`src/rtl/intc_prio.sv`:
```
// intc_prio: parametrised priority interrupt controller with edge/level channels, masking, nested in-service tracking and vector output.
module intc_prio #(
  parameter int NCH = 4,
  parameter int IDW = 2,
  parameter int PCW = 10,
  parameter logic [PCW-1:0] VEC_BASE = 10'h3C0,
  parameter int VEC_STEP = 4,
  parameter logic [NCH-1:0] EDGE_MODE = {NCH{1'b1}}
) (
  input  logic           clk,
  input  logic           reset,
  input  logic [NCH-1:0] ie,
  input  logic           cfg_we,
  input  logic [NCH-1:0] cfg_mask,
  input  logic           ack,
  input  logic           eoi,
  output logic           irq,
  output logic [PCW-1:0] vec,
  output logic [IDW-1:0] int_id,
  output logic [NCH-1:0] pend_o,
  output logic [NCH-1:0] isr_o
);
  logic [NCH-1:0] ie_q, pend_q, pend_d, isr_q, isr_d, mask_q, mask_d, elig, ack_hot, eoi_hot;
  logic           irq_q, irq_d, acc, blocked;
  logic [IDW-1:0] sel, id_q, id_d;
  logic [PCW-1:0] vec_q, vec_d;
  always_comb begin
    acc = irq_q & ack;
    ack_hot = acc ? NCH'(1) << id_q : '0;
    eoi_hot = eoi ? isr_q & (~isr_q + NCH'(1)) : '0;
    blocked = 1'b0;
    elig = '0;
    sel = '0;
    // a channel is eligible only if no in-service bit sits at or above its priority
    for (int i = 0; i < NCH; i++) begin
      blocked = blocked | isr_q[i];
      elig[i] = pend_q[i] & mask_q[i] & ~blocked;
    end
    for (int i = NCH - 1; i >= 0; i--) sel = elig[i] ? IDW'(i) : sel;
    pend_d = (EDGE_MODE & ((pend_q & ~ack_hot) | (ie & ~ie_q))) | (~EDGE_MODE & ie);
    isr_d = (isr_q & ~eoi_hot) | ack_hot;
    mask_d = cfg_we ? cfg_mask : mask_q;
    irq_d = (|elig) & ~acc;
    id_d = irq_d ? sel : id_q;
    vec_d = irq_d ? VEC_BASE + PCW'(sel) * PCW'(VEC_STEP) : vec_q;
  end
  always_ff @(posedge clk) begin
    if (reset) begin
      ie_q <= '0;
      pend_q <= '0;
      isr_q <= '0;
      mask_q <= '0;
      irq_q <= 1'b0;
      id_q <= '0;
      vec_q <= '0;
    end else begin
      ie_q <= ie;
      pend_q <= pend_d;
      isr_q <= isr_d;
      mask_q <= mask_d;
      irq_q <= irq_d;
      id_q <= id_d;
      vec_q <= vec_d;
    end
  end
  assign irq = irq_q;
  assign vec = vec_q;
  assign int_id = id_q;
  assign pend_o = pend_q;
  assign isr_o = isr_q;
endmodule

```
`config.mk`:
```
export PLATFORM = sky130hd
export DESIGN_NAME = intc_prio
export DESIGN_NICKNAME = d
export VERILOG_FILES = /design/src/rtl/intc_prio.sv
export SDC_FILE = /design/constraint.sdc
export NUM_CORES = 1
export LEC_CHECK = 0
export BUFFER_PORTS_ARGS = -buffer_cell sky130_fd_sc_hd__buf_4
export CAP_MARGIN = 20
export CORE_MARGIN = 2
export CORE_UTILIZATION = 42
export CTS_BUF_LIST = sky130_fd_sc_hd__clkbuf_16
export CTS_CLUSTER_SIZE = 24
export DETAILED_ROUTE_END_ITERATION = 8
export PLACE_DENSITY = 0.73
export SLEW_MARGIN = 20
export SYNTH_ARGS = -nofsm -noshare
export SYNTH_HDL_FRONTEND = slang
export SYNTH_SLANG_ARGS = --single-unit
export TNS_END_PERCENT = 50
```
`constraint.sdc`:
```
create_clock -name clk -period 1.1 [get_ports clk]
set_input_delay 0.11 -clock clk [delete_from_list [all_inputs] [get_ports clk]]
set_output_delay 0.11 -clock clk [all_outputs]
set_load 0.01 [all_outputs]
```
==> out/qor.yml <==
status: "finished, violations left"
violations: "negative setup slack"
cts_tree: "built"
avgRoutedWirePerCell_um: 12.9
num_rows: 16
drive_gt1_share_pct: 47.2
antenna_found_initial: 0
clk_latency_ps: 240
pre_cts_slack_ps: -117
critPathCaptureType: "flip-flop"
grt_usage_pct: 17.7
drt-total-wl_um: 1990
postCtsHoldBufs: 0
critPathMaxFanout: 3
r2r-start: "pend_o[2]"
fin_crit_ps: 1240
netlist_instances: 91
setup_viol: 4
cts.htree.levels: 1
min_path_type: "input port to flip-flop"
pwr-share-clk_pct: 40.8
comb_power_share_pct: 14.1
seqPwrFrac_pct: 45.1
grt.overflow.total: 0
drtAntennaViolNets: 0
cp_data_arrival_time_ps: 1420
required_ps: 1280
synthMuxAreaShare_pct: 5.81
synthXorXnorAreaFrac_pct: 0
ys_seq_area_share_pct: 46.4
drc_errors: 0
final_util_pct: 63.5
dpl.hpwl_um: 1430
viasPerCell: 4.86
synth_compound_area_share_pct: 15.2
grt_first_pass_wirelength_um: 3280
setup_ws_ps: -139
worstRegToRegCells: 5
yosysWarningCount: 0
power_density_mw_per_mm2: 1430
num_vias: 749
p_switching_uw: 382
rsz0062_at_grt: "yes"
slew_viol_final: 0
clock_skew_ps: 1.08
synth_top_family_by_area: "simple AND/OR/NAND/NOR gates"
synth_top_area_share_pct: 46.4
ir_drop_mv: 1.01
die_h_um: 49.3
fmax_mhz: 807
ys_ff_latch: 20
pin_count: 34
start_util_pct: 44.4
fillers: 170
p_int_uw: 1380
syn_area_um2: 862
drt_iter0_markers: 8
switching_share_pct: 21.7
clockRootBuffer: "clkbuf_16"
cts.sinks: 20
min_period_over_period_pct: 113
yosys.area_share.simple_pct: 21.9
yosys-top-cells-area: "dfxtp_1 (46%), buf_4 (7.8%), a21oi_1 (5.8%)"
core_mm2: 0.00194
reg2reg_to: "int_id[0]"
holdCritStartpoint: "ie[2]"
die_area_mm2: 0.00243
place.gp.congestion: 0.762
synth_top_area_cell: "dfxtp_1"
path_clk_slew_ps: 50
hold_depth: 2
syn2layout_area_growth_pct: 43.0
cts_buffer_depth: 2
drt_first_pass_iters: 4
cts_made_buffers: 3
regToRegSetupSlack_ps: -140
syn-mean-instance-area_um2: 9.47
fin_tns_setup_ps: -373
final_hold_viol_count: 0
synthAdderAreaFrac_pct: 0
worstSetupStartpointType: "flip-flop"
hold-path-endpoint: "ie_q[2]"
io_buffers: 29
die_x_um: 49.3
critPathKind: "flip-flop to flip-flop"
synthDistinctLibCells: 25
grt_max_degree: 22
grt_pass1_vias: 713
leakage_uw: 0.000585
diodes: 0
finalNetCount: 142
drv_cap: 0
## worst max path at each step
stage | start | to | slack (ps)
3_3_place_gp | isr_o[3] | int_id[0] | -70
6_report | pend_o[2] | int_id[0] | -140
2_1_floorplan | isr_o[3] | vec[3] | -70
4_1_cts | isr_o[3] | int_id[0] | -150
5_1_grt | isr_o[3] | int_id[0] | -210
3_5_place_dp | mask_q[3] | vec[3] | -120
## routing by layer
| metal | vias to the layer above | track usage [%] | share of wire, % |
|---|---|---|---|
| li1 | 367 | - | - |
| met1 | 350 | 21.5 | 42 |
| met2 | 30 | 29.7 | 51 |
| met3 | 2 | 4.60 | 6.5 |
| met4 | 0 | 6.67 | 0.60 |
| met5 | - | 0 | 0 |
## layout by cell type (no fill, tap or decap), types with 2 or more instances in the layout
cell	n
buf_4	42
mux2i_1	5
conb_1	4
nand4b_1	3
dfxtp_1	14
clkbuf_16	3
nor2b_1	8
a21oi_1	10
nor2_1	9
o21ai_0	2
inv_1	2
nand2_1	6
dfxtp_2	6
## power groups by stage
| stage | logic [uW] | registers (uW) | clock network [uW] |
|---|---|---|---|
| 3_5_place_dp | 246 | 807 | 0 |
| 6_report | 249 | 795 | 719 |
| 2_1_floorplan | 128 | 819 | 0 |
| 3_3_place_gp | 241 | 805 | 0 |
| 4_1_cts | 250 | 794 | 727 |
| 5_1_grt | 273 | 799 | 751 |
## final cells by class
class                           instances  area [um2]  share of cell area [%]
Clock buffer                            3        75.1                    6.09
Inverter                                2        7.51                   0.609
Multi-Input combinational cell         60         393                    31.9
Sequential cell                        20         408                    33.1
Tap cell                               27        33.8                    2.74
Timing Repair Buffer                   42         315                    25.6
## synthesized netlist by cell type
cell	count
a2111oi_4	1
a211oi_2	1
a21o_2	1
a21oi_1	10
a21oi_2	1
buf_1	1
buf_2	1
buf_4	9
clkbuf_1	1
conb_1	1
dfxtp_1	20
inv_1	2
mux2i_1	5
nand2_1	6
nand2_2	1
nand2b_1	1
nand3b_1	1
nand3b_4	1
nand4_1	1
nand4b_1	3
nor2_1	10
nor2b_1	8
o21ai_0	3
o21ai_2	1
or3_1	1
## registers in the layout (all words and copies together) (netlist names)
name and cells:
vec 2, mask_q 4, int_id 1, isr_o 4, irq 1, pend_o 4
ie_q 4
## cells by family (layout without fill, tap and decap cells)
group	count (synthesis)	count (layout)
flip-flops	20	20
buffers and inverters	14	47
other	1	4
multiplexers	5	5
AND/OR/NAND/NOR	33	33
AO/OA/AOI/OAI	18	18
## worst max-delay path, stage by stage, from the launching register on
cell,delay [ps]
dfxtp_2,320
buf_4,140
a21o_2,200
o21ai_0,230
nand4b_1,140
mux2i_1,140
## timing repair
action	4_1_cts	5_1_grt
gates resized for setup	2	3
buffers inserted	1	0
pin swaps	2	0
hold endpoints to repair	0	0
setup endpoints to repair	4	6
## stage by stage
stage	hold WS [ps]	area [um2]	power [uW]	instances
after CTS	88.6	1220	1770	154
after global routing	97.7	1230	1820	154
final	84.1	1230	1760	154
after detailed placement	340	1140	1050	150
after global placement	329	1140	1050	150
after floorplan	238	878	947	94
Power figures use the tool's default switching activity.
